### src/rtl/load_store_unit.sv
// load_store_unit: bridges the CPU execute/memory stage and a 16-byte
// big-endian data RAM. One request at a time is accepted over valid/ready.
// The unit sequences the RAM's CS/RW_/addr/data_in, registers the read data,
// and returns a held response. A range fault is reported without a RAM access.
//
// Optional feature: define BYTE_ACCESS_EN to honour req_byte_i. Byte loads
// return the addressed byte zero-extended. Byte stores run a read-modify-write.
// When BYTE_ACCESS_EN is undefined, every access is a word access.
//
// Ports:
//   clk, rst_n        clock, async active-low reset
//   req_valid_i       CPU request present
//   req_ready_o       unit can accept (IDLE only)
//   req_we_i          1 = store, 0 = load
//   req_byte_i        byte access (BYTE_ACCESS_EN only)
//   req_addr_i        byte address
//   req_wdata_i       store data (byte stores use [7:0])
//   resp_valid_o      response available
//   resp_ready_i      CPU accepts the response
//   resp_rdata_o      load data, 0 for stores and faults
//   resp_err_o        range fault
//   mem_cs_o          RAM chip select
//   mem_rw__o         RAM RW_, 1 = read, 0 = write
//   mem_addr_o        RAM address
//   mem_wdata_o       RAM write data
//   mem_rdata_i       RAM read data (high-Z when not selected)
//
// State | meaning
// IDLE  | waiting for a request, req_ready_o = 1
// RD    | RAM read cycle (load, or first half of a byte store)
// WR    | RAM write cycle, commits on the edge ending WR
// RESP  | response held until resp_ready_i
module load_store_unit #(
  parameter int ADDR_MAX = 14,
  parameter int ADDR_W   = 16
) (
  input  logic              clk,
  input  logic              rst_n,
  input  logic              req_valid_i,
  output logic              req_ready_o,
  input  logic              req_we_i,
  input  logic              req_byte_i,
  input  logic [ADDR_W-1:0] req_addr_i,
  input  logic [15:0]       req_wdata_i,
  output logic              resp_valid_o,
  input  logic              resp_ready_i,
  output logic [15:0]       resp_rdata_o,
  output logic              resp_err_o,
  output logic              mem_cs_o,
  output logic              mem_rw__o,
  output logic [ADDR_W-1:0] mem_addr_o,
  output logic [15:0]       mem_wdata_o,
  input  logic [15:0]       mem_rdata_i
);

  typedef enum logic [1:0] {IDLE, RD, WR, RESP} state_t;

  localparam logic [ADDR_W-1:0] WORD_LIMIT = ADDR_W'(ADDR_MAX);
  localparam logic [ADDR_W-1:0] BYTE_LIMIT = ADDR_W'(ADDR_MAX + 1);

  state_t            state_q, state_d;
  logic [ADDR_W-1:0] addr_q, addr_d;    // word base actually driven to the RAM
  logic [15:0]       wdata_q, wdata_d;
  logic              we_q, we_d;
  logic [15:0]       rdata_q, rdata_d;
  logic              err_q, err_d;

  logic accept;
  logic byte_req;
  logic legal;

`ifdef BYTE_ACCESS_EN
  logic        byte_q, byte_d;
  logic        lo_q, lo_d;              // addressed byte is the low byte of the base word
  logic [15:0] merge_q, merge_d;
  logic [15:0] wr_word;

  assign byte_req = req_byte_i;
  assign wr_word  = !byte_q ? wdata_q :
                    lo_q    ? {merge_q[15:8], wdata_q[7:0]} :
                              {wdata_q[7:0], merge_q[7:0]};
`else
  logic        unused_byte;
  logic [15:0] wr_word;

  assign byte_req    = 1'b0;
  assign unused_byte = req_byte_i;
  assign wr_word     = wdata_q;
`endif

  assign req_ready_o  = (state_q == IDLE);
  assign accept       = req_valid_i && req_ready_o;
  assign legal        = byte_req ? (req_addr_i <= BYTE_LIMIT) : (req_addr_i <= WORD_LIMIT);
  assign resp_valid_o = (state_q == RESP);
  assign resp_rdata_o = rdata_q;
  assign resp_err_o   = err_q;

  always_ff @(posedge clk or negedge rst_n) begin
    if (!rst_n) begin
      state_q <= IDLE;
      addr_q  <= '0;
      wdata_q <= '0;
      we_q    <= 1'b0;
      rdata_q <= '0;
      err_q   <= 1'b0;
`ifdef BYTE_ACCESS_EN
      byte_q  <= 1'b0;
      lo_q    <= 1'b0;
      merge_q <= '0;
`endif
    end else begin
      state_q <= state_d;
      addr_q  <= addr_d;
      wdata_q <= wdata_d;
      we_q    <= we_d;
      rdata_q <= rdata_d;
      err_q   <= err_d;
`ifdef BYTE_ACCESS_EN
      byte_q  <= byte_d;
      lo_q    <= lo_d;
      merge_q <= merge_d;
`endif
    end
  end

  always_comb begin
    state_d = state_q;
    addr_d  = addr_q;
    wdata_d = wdata_q;
    we_d    = we_q;
    rdata_d = rdata_q;
    err_d   = err_q;
`ifdef BYTE_ACCESS_EN
    byte_d  = byte_q;
    lo_d    = lo_q;
    merge_d = merge_q;
`endif
    case (state_q)
      IDLE: begin
        if (accept) begin
          addr_d  = req_addr_i;
          wdata_d = req_wdata_i;
          we_d    = req_we_i;
          rdata_d = '0;
          err_d   = !legal;
`ifdef BYTE_ACCESS_EN
          byte_d  = req_byte_i;
          lo_d    = 1'b0;
          // The last byte has no successor, so it is reached as the low byte of the previous word.
          if (req_byte_i && (req_addr_i == BYTE_LIMIT)) begin
            addr_d = req_addr_i - ADDR_W'(1);
            lo_d   = 1'b1;
          end
`endif
          if (!legal)                    state_d = RESP;
          else if (req_we_i && !byte_req) state_d = WR;
          else                           state_d = RD;
        end
      end
      RD: begin
`ifdef BYTE_ACCESS_EN
        if (byte_q && we_q) begin
          merge_d = mem_rdata_i;
          state_d = WR;
        end else begin
          if (byte_q) rdata_d = {8'h00, lo_q ? mem_rdata_i[7:0] : mem_rdata_i[15:8]};
          else        rdata_d = mem_rdata_i;
          state_d = RESP;
        end
`else
        rdata_d = mem_rdata_i;
        state_d = RESP;
`endif
      end
      WR:      state_d = RESP;
      RESP:    if (resp_ready_i) state_d = IDLE;
      default: state_d = IDLE;
    endcase
  end

  // RAM drive is decoded from the state register only, so it drops with the async reset.
  always_comb begin
    mem_cs_o    = 1'b0;
    mem_rw__o   = 1'b1;
    mem_addr_o  = '0;
    mem_wdata_o = '0;
    case (state_q)
      RD: begin
        mem_cs_o   = 1'b1;
        mem_addr_o = addr_q;
      end
      WR: begin
        mem_cs_o    = 1'b1;
        mem_rw__o   = 1'b0;
        mem_addr_o  = addr_q;
        mem_wdata_o = wr_word;
      end
      default: ;
    endcase
  end

endmodule

### config.mk
export PLATFORM = sky130hd
export DESIGN_NAME = load_store_unit
export DESIGN_NICKNAME = d
export VERILOG_FILES = /design/src/rtl/load_store_unit.sv
export SDC_FILE = /design/constraint.sdc
export NUM_CORES = 1
export LEC_CHECK = 0
export BUFFER_PORTS_ARGS = -buffer_cell sky130_fd_sc_hd__buf_2
export CAP_MARGIN = 20
export CORE_MARGIN = 2
export CORE_UTILIZATION = 46
export DETAILED_ROUTE_END_ITERATION = 7
export HOLD_SLACK_MARGIN = 0.06
export PLACE_DENSITY = 0.76
export REMOVE_ABC_BUFFERS = 1
export SLEW_MARGIN = 10
export SYNTH_ARGS = -nofsm -noshare
export SYNTH_HDL_FRONTEND = slang
export SYNTH_SLANG_ARGS = --single-unit
### constraint.sdc
create_clock -name clk -period 1.7 [get_ports clk]
set_clock_uncertainty 0.1 [all_clocks]
set_input_delay 0.17 -clock clk [delete_from_list [all_inputs] [get_ports clk]]
set_output_delay 0.17 -clock clk [all_outputs]
set_load 0.1 [all_outputs]
Word level (Yosys, flattened, before mapping)
Cells that the tools add are included.

word-level totals
  memories kept = 0
  memory bits (read-only) = 0
  latch bits = 0
  register bits after elaboration = 51
  input port bits = 54
  memory bits (writable) = 0

cells by class
  equality and inequality tests = 5
  shift operators = 0
  bitwise logic cells = 0
  divide/modulo/power cells = 0
  muxes and demuxes = 11
  multipliers = 0
  add/subtract/negate cells = 0
  magnitude comparators = 1
  reductions and logical operators = 8

operators with widths
  kind                                                              number
  2-to-1 mux 16 bit                                                 3
  one-hot mux 16 bit (2 select lines)                               1
  less-or-equal comparator 16 x 4 -> 1 bit (second input constant)  1
  2-to-1 mux 2 bit                                                  4
  one-hot mux 2 bit (3 select lines)                                1
  AND reduction 2 bit                                               3
  == test 2 bit (second input constant)                             2
  != test 2 x 1 -> 1 bit (second input constant)                    2
  == test 2 x 1 -> 1 bit (second input constant)                    1
  logical NOT 2 bit                                                 1
  2-to-1 mux 1 bit                                                  2
  nonzero test 2 bit                                                1
  OR reduction 2 bit                                                1
  logical AND 1 bit                                                 1
  logical NOT 1 bit                                                 1

Depth between registers and ports, before layout
Gate-level depths: netlist (run 1).

  word-level depth = 4
  gate-level depth with buffers = 7
  mapped depth without buffers = 6

Worst setup path after synthesis (run 1)
Ideal clock, no wire load.

  kind = register to output
  start point = register state_q[0]
  end point = output mem_addr_o[10]
  data required time = 1,430 ps
  data arrival time = 2,411 ps
  slack = -981 ps
  stages on the path, launching flop included = 5
  path buffers = 1
  path through = dfrtp_1 -> inv_1 -> ha_1 -> clkbuf_1 -> and2_1

on the way
  longest elaborated chain between the ends = 3

RTL lines
  element                                                  line  text
  from (decl)                                              61    state_t state_q, state_d;
  from (signal assigned)                                   112   state_q <= state_d;
  == test 2 bit or == test 2 x 1 -> 1 bit (tied branches)  187   case (state_q)
  OR reduction 2 bit (no line) (*)                         n/a
  2-to-1 mux 16 bit (*)                                    187
  to (decl)                                                51    output logic [ADDR_W-1:0] mem_addr_o,

Every way passes the cells marked *; elsewhere a longest branch is shown, timed or not.

Final worst setup path (run 1)
  start point = register state_q[0]
  end point = output mem_addr_o[7]

The elaborated chain is that of the path after synthesis.

==> results.tsv, run 1 <==
metric	value	unit
status	finished, violations left	
failing checks	negative setup slack	
delay-heaviest family, CP	flip-flops	
initial antenna violation count	0	
final number of hold-violating endpoints	0	
Gate Count Post-Synth	166	
RSZ-0062 raised after global routing	true	
Core Rows	25	
via/cell ratio	4.92	
HP Class	input pin to flip-flop	
Congestion Overflow GR	0	
Cell variety after synth	23	
worst rel slew slack	0.660	
CTS buffer count	5	
# IOs	107	
Post-Syn Area	2250	µm²
Layout area overhead	83.8	%
Slew Viols, Final	0	
number of synthesized register bits	51	
initial core utilization	0.477	
element type at the critical path end	primary output	
post-route ant nets	0	
Total Routing Usage GR	0.250	
1st-iter DRT viols	101	
clk slew on worst S/H paths	90	ps
global-route wire length before repair	10.2	mm
WL/cell	17.0	µm
DRT Pass-1 Iters	5	
Fmax achieved	558	MHz
Yosys warning total	0	
synthesized area per cell	13.6	µm²
Core Area	4720	µm²
pre-CTS setup slack	-9.44	ps
# fillers	216	
Root Buffer	clkbuf_8	
total wire length	6.77	mm
DP HPWL	4.04	mm
Worst-Skew Late Latency	300	ps
IO buf count	105	
fin crit period	1790	ps
post-synthesis sequential area ratio	0.566	
full die area	5480	µm²
Setup Viol. Count Final	37	
max incr delay on CP	380	ps
share of post-route cells with drive strength above 1	0.599	
worst path bufs/invs	3	
Startpoint Class	flip-flop	
clock sink total	51	
Final nets	390	
Max-cap violations	0	
ant diodes	0	
DRC Markers	0	
critical path arrival	1520	ps
Worst Slack Setup Final	-92.1	ps
Slowest cell on crit path	dfrtp_1	
gpl congestion	0.723	
worst path cell trace	inv_2 -> ha_4 -> buf_6 -> and2_4 -> buf_12	
largest net degree at the start of global routing	35	
number of global-route vias before repair	2082	
measured slew at the worst slew-check pin	509	ps
clock tree buffer depth	2	
CP max FO	8	
Crit Path Category	flip-flop to primary output	
TritonCTS clock tree	built	
htree depth	2	
via count	1962	
die height	74.0	µm
die width	74.0	µm
worst path required time	1430	ps
final period utilization	1.05	
-- per-layer routing --
metal  GRT usage  wire [µm]
met3      0.0664        334
met4      0.0707        116
met5           0          0
met1       0.282       2520
met2       0.464       3790
-- path summary, 6_finish.rpt --
path	from	end	slack, ps	depth (start not counted)
max	state_q[0]	mem_addr_o[7]	-90	5
min	req_we_i	state_q[0]	120	3
max reg2reg	state_q[0]	addr_q[2]	-10	5
min reg2reg	resp_err_o	resp_err_o	400	2
max in group asynchronous	rst_n	addr_q[6]	640	3
min in group asynchronous	rst_n	resp_rdata_o[7]	250	2
-- placed cells by master (no fill, tap or decap), types with 2 or more instances in the layout --
cell	count
mux2_2	32
a21o_1	2
clkinvlp_4	2
buf_2	69
ha_4	2
buf_6	5
buf_12	37
a311oi_1	2
inv_2	3
inv_1	2
and2_4	26
buf_4	6
a22o_2	6
and2_1	7
clkbuf_8	5
ha_1	3
dfrtp_1	51
dlygate4sd3_1	49
a22o_1	10
nor4_2	2
-- synthesized netlist by cell type --
| library cell | number | area share |
|---|---|---|
| and2_4 | 1 | 0.0039 |
| clkbuf_1 | 2 | 0.0033 |
| a311oi_1 | 2 | 0.0078 |
| a21o_1 | 2 | 0.0067 |
| and2_1 | 32 | 0.089 |
| nand2_2 | 1 | 0.0028 |
| o21ai_0 | 2 | 0.0044 |
| inv_1 | 5 | 0.0083 |
| a22o_1 | 10 | 0.039 |
| a22o_2 | 6 | 0.027 |
| nand2b_2 | 1 | 0.0039 |
| dfrtp_1 | 51 | 0.57 |
| ha_1 | 5 | 0.028 |
| buf_2 | 1 | 0.0022 |
| nor2_1 | 1 | 0.0017 |
| nor4_1 | 3 | 0.0083 |
| nand4_1 | 1 | 0.0028 |
| o21ai_2 | 1 | 0.0039 |
| buf_6 | 4 | 0.020 |
| buf_8 | 1 | 0.0067 |
| and4_1 | 1 | 0.0039 |
| nand2_1 | 1 | 0.0017 |
| mux2_2 | 32 | 0.16 |
-- state kept, by name, summed over array words and instances, names as in the netlist --
register      cells
addr_q           16
resp_rdata_o     16
wdata_q          16
state_q           2
resp_err_o        1
-- cell families (layout without fill, tap and decap cells) --
family / count (synthesis) / count (layout) / share of synthesized area
buffers and inverters: 13 / 179 / 0.0405
DFF: 51 / 51 / 0.566
adders and majority gates: 5 / 5 / 0.0277
muxes: 32 / 32 / 0.160
and+or+nand+nor: 42 / 42 / 0.118
AOI/OAI and AO/OA: 23 / 23 / 0.0882
-- final cells by class --
type | count | area, µm² | area share
Tap cell | 67 | 83.8 | 0.0202
Sequential cell | 51 | 1280 | 0.308
Multi-Input combinational cell | 102 | 995 | 0.240
Timing Repair Buffer | 166 | 1680 | 0.405
Inverter | 5 | 18.8 | 0.00453
Clock inverter | 3 | 23.8 | 0.00574
Clock buffer | 5 | 68.8 | 0.0166
-- per-stage QoR --
stage	area, µm²	hold WS (ps)	utilization	cells	TNS (ps)
after floorplan	2180	-226	-	158	-57700
after global placement	3370	52.3	0.714	336	0
after detailed placement	3370	67.9	0.714	336	-17.6
after CTS	4050	114	0.858	395	-1170
after global routing	4140	131	0.877	399	-5620
final	4140	122	0.877	399	-2120
-- tightest hold or removal path, stage by stage --
cell and delay (ps):
buf_2 100, a311oi_1 80, a21o_1 150
-- timing repair --
item / in CTS / in global routing
hold buffers: 49 / 0
endpoints found under the setup margin: 61 / 75
gates cloned: 1 / 0
resized for setup: 26 / 17
setup buffers: 1 / 4
hold endpoints to repair: 69 / 0
pin swaps: 2 / 2
Power of run 1 is left out: the tool's default activity adds up to more than one toggle a clock period on the data nets, which glitch-free logic cannot reach.
==> run 2, diff against run 1 <==
--- a/config.mk
+++ b/config.mk
@@ -8,11 +8,12 @@
 export BUFFER_PORTS_ARGS = -buffer_cell sky130_fd_sc_hd__buf_2
 export CAP_MARGIN = 20
 export CORE_MARGIN = 2
-export CORE_UTILIZATION = 46
+export CORE_UTILIZATION = 49
 export DETAILED_ROUTE_END_ITERATION = 7
 export HOLD_SLACK_MARGIN = 0.06
-export PLACE_DENSITY = 0.76
+export PLACE_DENSITY = 0.81
 export REMOVE_ABC_BUFFERS = 1
+export SETUP_SLACK_MARGIN = 0.1
 export SLEW_MARGIN = 10
 export SYNTH_ARGS = -nofsm -noshare
 export SYNTH_HDL_FRONTEND = slang
==> constraint.sdc (replaced) <==
create_clock -name clk -period 2.2 [get_ports clk]
set_clock_uncertainty 0.1 [all_clocks]
set_input_delay 0.22 -clock clk [delete_from_list [all_inputs] [get_ports clk]]
set_output_delay 0.22 -clock clk [all_outputs]
set_load 0.1 [all_outputs]
==> run 2 against run 1 <==
  * Critical endpoint is now mem_wdata_o[3]
  * Worst hold slack worse by 54 ps
  * Routed wire length fell by 11%
  * Global-route usage up 0.26 points
  * Largest cell class unchanged
  * Critical path type unchanged
  * The run now ends clean
  * Die area shrank 5.8%
  * Highest routed layer unchanged
  * Register-to-register slack better by 390 ps
  * First-iteration DRC count decreased by 12%
  * Core utilization decreased by 1.7 points
==> results.tsv, run 2 (same netlist as run 1, synthesis figures left out) <==
metric	value	unit	change
global-route wire length before repair	9.98	mm	-2.0%
Worst-Skew Late Latency	300	ps	about the same
worst path required time	1880	ps	+450 ps
ant diodes	0		unchanged
number of global-route vias before repair	1979		-4.9%
initial core utilization	0.514		+0.0369
htree depth	2		unchanged
clock tree buffer depth	2		unchanged
Slew Viols, Final	0		unchanged
max incr delay on CP	420	ps	+40 ps
share of post-route cells with drive strength above 1	0.518		-0.0816
worst reg-to-reg setup slack	380	ps	+390 ps
WL/cell	16.6	µm	-2.1%
CP max FO	17		+9
placed inst area	3290	µm²	-2.6%
via count	1841		-6.2%
gpl congestion	0.742		+2.7%
DP HPWL	3.84	mm	-4.9%
Fmax achieved	504	MHz	
final period utilization	0.902		
largest net degree at the start of global routing	35		unchanged
Core Area	4380	µm²	-7.2%
Min-Delay Path Depth	2		-1
Root Buffer	clkbuf_8		
r2r worst-path depth	4		-1
clock sink total	51		unchanged
Core Rows	24		-4.0%
RSZ-0062 raised after global routing	false		
Final nets	367		-5.9%
Hold Crit Endpoint	addr_q[13]		
Max-cap violations	0		unchanged
worst path cell trace	inv_1 -> ha_2 -> and2_1 -> buf_12		
via/cell ratio	5.10		+3.7%
most frequent cells in the layout	buf_2 (72), dfrtp_1 (51), dlygate4sd3_1 (35)		
Slowest cell on crit path	dfrtp_1		
Layout area overhead	67.3	%	
commonest non-fill, non-tap cell in the layout	buf_2		
design area	3770	µm²	-9.0%
initial antenna violation count	0		unchanged
final number of hold-violating endpoints	0		unchanged
total wire length	6.00	mm	-11%
Total Routing Usage GR	0.253		+0.00264
# fillers	220		+1.9%
hold wc startpoint	req_addr_i[13]		
critical path arrival	1660	ps	+140 ps
HP Class	input pin to flip-flop		
delay-heaviest family, CP	flip-flops		
worst path bufs/invs	2		-1
DRT Pass-1 Iters	4		-1
full die area	5160	µm²	-5.8%
post-CTS setup buffers	0		-1
TritonCTS clock tree	built		
area of the multi-input gates	902	µm²	-9.3%
post-route ant nets	0		unchanged
Worst R2R End	resp_rdata_o[1]		
die height	71.8	µm	-2.9%
clk slew on worst S/H paths	90	ps	about the same
1st-iter DRT viols	89		-12%
# IOs	107		unchanged
Congestion Overflow GR	0		unchanged
IO buf count	105		unchanged
worst rel slew slack	0.499		-0.162
die width	71.8	µm	-2.9%
measured slew at the worst slew-check pin	752	ps	+242 ps
Startpoint Class	flip-flop		
fin crit period	1980	ps	
Setup Viol. Count Final	0		-100%
Crit Path Category	flip-flop to primary output		
status	complete, no violations		
Reg-to-Reg Start	state_q[0]		
DRC Markers	0		unchanged
CTS buffer count	5		unchanged
element type at the critical path end	primary output		
register area	1280	µm²	unchanged
-- run 2: cell types whose count changed in the layout (fill, tap and decap cells not counted), moves of 4 or more --
cell,previous run,this run
and2_1,7,32
and2_4,26,1
buf_12,37,33
buf_6,5,0
dlygate4sd3_1,49,35
-- run 2: area by class of cell --
cell class              instances  share of cell area
clock inverters                 3              0.0123
repair buffers                143               0.370
multi-input cells             102               0.239
inverters                       5             0.00498
well taps                      52              0.0173
clock buffers                   5              0.0182
flip-flops and latches         51               0.338
-- run 2: metrics by stage --
step	std cells	setup TNS [ps]	setup WS, ps	util	hold slack (ps)
global placement	318	0	318	0.750	219
detailed placement	318	0	266	0.750	226
floorplan	158	-22530	-467	-	-176
global route	361	0	96.1	0.860	63.5
CTS	361	0	94.2	0.857	61.3
finish	361	0	215	0.860	68.5
-- run 2: timing repair --
action	in CTS	in global routing
setup endpoints to repair	17	34
cloned	0	0
endpoints found under the hold margin	66	0
hold buffers	35	0
gates resized for setup	2	2
-- run 2: worst max path at each step --
stage,start,end,depth (start not counted)
after floorplan,state_q[0],addr_q[0],4
final,state_q[0],mem_wdata_o[3],4
after global routing,state_q[0],mem_wdata_o[0],4
after global placement,state_q[0],mem_cs_o,3
after CTS,state_q[1],mem_addr_o[9],4
after detailed placement,state_q[0],mem_cs_o,3
-- run 2: metal layers --
metal  part of all wire  GRT usage  wire, µm
met2               0.53      0.460      3160
met3              0.062     0.0619       371
met4             0.0085     0.0482        51
met5                  0          0         0
met1               0.40      0.306      2420
-- run 2: worst reg2reg max path, delay by kind of cell, from the launching register on --
family                   cells  cell delay [ps]
adder cells (fa/ha/maj)      1              280
flip-flops                   1              410
buffers and inverters        1              120
AO/OA/AOI/OAI                2              850
Power of run 2 is left out for the same reason.
==> run 3, diff against run 2 <==
--- a/config.mk
+++ b/config.mk
@@ -5,13 +5,14 @@
 export SDC_FILE = /design/constraint.sdc
 export NUM_CORES = 1
 export LEC_CHECK = 0
+export ABC_AREA = 1
 export BUFFER_PORTS_ARGS = -buffer_cell sky130_fd_sc_hd__buf_2
 export CAP_MARGIN = 20
 export CORE_MARGIN = 2
-export CORE_UTILIZATION = 49
+export CORE_UTILIZATION = 51
 export DETAILED_ROUTE_END_ITERATION = 7
 export HOLD_SLACK_MARGIN = 0.06
-export PLACE_DENSITY = 0.81
+export PLACE_DENSITY = 0.82
 export REMOVE_ABC_BUFFERS = 1
 export SETUP_SLACK_MARGIN = 0.1
 export SLEW_MARGIN = 10
==> run 3 against run 2 <==
  * Core utilization shrank 0.68 points
  * Synthesized cell count grew 92%
  * Critical path depth increased by 2
  * Clock-buffer cell count is 1 higher
  * Routed wire length up 16%
  * Global-route usage up 2.4 points
  * Design area increased by 6.2%
  * Worst setup slack got worse by 13 ps
  * Sequential cell count is the same
  * Die area is 4.5% higher
  * Non-clock buffer count up 12
  * Via count rose by 40%
==> results.tsv, run 3 <==
metric	value	unit	change
max incr delay on CP	410	ps	about the same
Post-Synth Adder-Cell Area	0.0254		-0.00230
RSZ-0062 raised after global routing	false		
most frequent cell after synthesis	nand2_1		
die height	73.4	µm	+2.2%
Finished Layout Cells	520		+44%
largest area contributor in the synthesized netlist	dfrtp_1		
clock tree buffer depth	2		unchanged
measured slew at the worst slew-check pin	505	ps	-247 ps
Gate Count Post-Synth	319		+92%
ys flop type	dfrtp_1		
initial antenna violation count	0		unchanged
post-synthesis sequential area ratio	0.519		-0.0470
multiplexer share of the synthesized area	0		-0.160
main combinational cell family by area after synthesis	simple AND/OR/NAND/NOR gates		
post-CTS setup buffers	0		unchanged
HP Class	input pin to flip-flop		
most frequent cells in the layout	nand2_1 (151), buf_2 (71), dfrtp_1 (51)		
DP HPWL	4.45	mm	+16%
Inst Count DP	470		+48%
ant diodes	0		unchanged
Max-cap violations	0		unchanged
Congestion Overflow GR	0		unchanged
number of synthesized register bits	51		unchanged
Root Buffer	clkbuf_8		
dominant cells by area after synthesis	dfrtp_1 (52%), nand2_1 (23%), nand3_1 (6.9%)		
Startpoint Class	flip-flop		
status	complete, no violations		
CTS buffer count	5		unchanged
Cell variety after synth	20		-13%
Setup Viol. Count Final	0		unchanged
WL/cell	13.4	µm	-19%
DRC Markers	0		unchanged
Worst-Skew Late Latency	300	ps	about the same
Crit Path Category	flip-flop to primary output		
clock sink total	51		unchanged
htree depth	2		unchanged
Core Area	4690	µm²	+7.0%
worst path cell trace	inv_1 -> ha_1 -> buf_6 -> nand2_1 -> inv_1 -> buf_12		
via/cell ratio	4.95		-2.9%
via count	2575		+40%
share of post-route cells with drive strength above 1	0.270		-0.247
Synth Area in Compound Gates	0.0137		-0.0745
Post-Synth XOR/XNOR Area	0		unchanged
largest net degree at the start of global routing	35		unchanged
element type at the critical path end	primary output		
Core Rows	25		+4.2%
final period utilization	0.908		+0.00590
worst path required time	1880	ps	about the same
delay-heaviest family, CP	buffers and inverters		
Total Routing Usage GR	0.277		+0.0244
worst rel slew slack	0.666		+0.167
Synth Area in Simple Gates	0.332		+0.215
fin crit period	2000	ps	+13.0 ps
ys async rst share	1.00		unchanged
Slew Viols, Final	0		unchanged
Post-Syn Area	2460	µm²	+9.0%
total wire length	6.96	mm	+16%
number of global-route vias before repair	2599		+31%
# fillers	285		+30%
post-synth top area share	0.519		-0.0470
gpl congestion	0.704		-5.2%
synthesized area per cell	7.71	µm²	-43%
TritonCTS clock tree	built		
Layout area overhead	62.8	%	
Synth top cells by count	nand2_1 (151), dfrtp_1 (51), inv_1 (39)		
critical path arrival	1680	ps	+20 ps
# IOs	107		unchanged
full die area	5390	µm²	+4.5%
Post-synth EDFFs	0		unchanged
commonest non-fill, non-tap cell in the layout	nand2_1		
post-route ant nets	0		unchanged
Fmax achieved	501	MHz	-0.65%
CP max FO	18		+1
final number of hold-violating endpoints	0		unchanged
Slowest cell on crit path	dfrtp_1		
DRT Pass-1 Iters	4		unchanged
Final nets	524		+43%
global-route wire length before repair	11.5	mm	+15%
1st-iter DRT viols	171		+92%
IO buf count	105		unchanged
clk slew on worst S/H paths	90	ps	about the same
initial core utilization	0.524		+0.00973
die width	73.4	µm	+2.2%
Yosys warning total	0		unchanged
most used cell, CP	inv_1		
worst path bufs/invs	4		+2
## run 3: cell count changes after synthesis, moves of 11 or more
| cell | previous run | this run |
|---|---|---|
| mux2_2 | 32 | 0 |
| nand3_1 | 0 | 34 |
| nor2_1 | 1 | 12 |
| and2_1 | 32 | 0 |
| nand2_1 | 1 | 151 |
| inv_1 | 5 | 39 |
## run 3: area by class of cell
type | instances | area, µm² | area share
sequential | 51 | 1280 | 0.319
tap | 54 | 67.6 | 0.0169
inverter | 41 | 154 | 0.0384
timing repair buffer | 155 | 1510 | 0.377
multi-input combinational | 211 | 913 | 0.228
clock buffer | 6 | 72.6 | 0.0181
clock inverter | 2 | 12.5 | 0.00313
## run 3: per-stage QoR
step / util / hold slack [ps] / setup slack (ps) / cell area (µm²) / setup TNS (ps)
6_report: 0.853 / 59.7 / 202 / 4000 / 0
5_1_grt: 0.853 / 65.4 / 109 / 4000 / 0
4_1_cts: 0.852 / 60.7 / 159 / 4000 / 0
3_5_place_dp: 0.744 / 23.4 / 476 / 3490 / 0
3_3_place_gp: 0.744 / 14.7 / 528 / 3490 / 0
2_1_floorplan: - / -176 / -533 / 2340 / -24500
## run 3: worst reg2reg max path, cell delays in order (launching register included)
cell and delay (ps):
dfrtp_1 410, inv_1 90, ha_1 260, nand2_4 80
buf_4 300, nand2_4 190, nand3_1 120, nand2_1 90
## run 3: worst paths after layout
check	startpoint	cells after the start	slack, ps	end
worst max-delay path	state_q[1]	6	200	mem_addr_o[11]
worst min-delay path	mem_rdata_i[4]	3	60	resp_rdata_o[4]
worst max register to register	state_q[0]	7	440	resp_rdata_o[8]
worst min register to register	addr_q[14]	2	390	addr_q[14]
max in group asynchronous	rst_n	3	1180	wdata_q[0]
min in group asynchronous	rst_n	2	250	resp_rdata_o[9]
## run 3: repair_timing
action,in CTS,in global routing
gates resized for setup,0,2
setup endpoints to repair,0,12
hold buffers,42,0
endpoints found under the hold margin,53,0
## run 3: kinds of logic (layout without fill, tap and decap cells)
logic type,count (synthesis),count (layout)
simple gates,201,201
buf+inv,57,204
compound gates,5,5
flops,51,51
fa+ha+maj,5,5
## run 3: layer usage
metal  share of wire  vias up  wire, µm  global-route usage
li1                -     1239         -                   -
met1            0.37     1199      2540               0.316
met2            0.54      118      3730               0.497
met3           0.070       19       484              0.0713
met4           0.029        0       205               0.105
met5               0        -         0                   0
Power of run 3 is left out for the same reason.
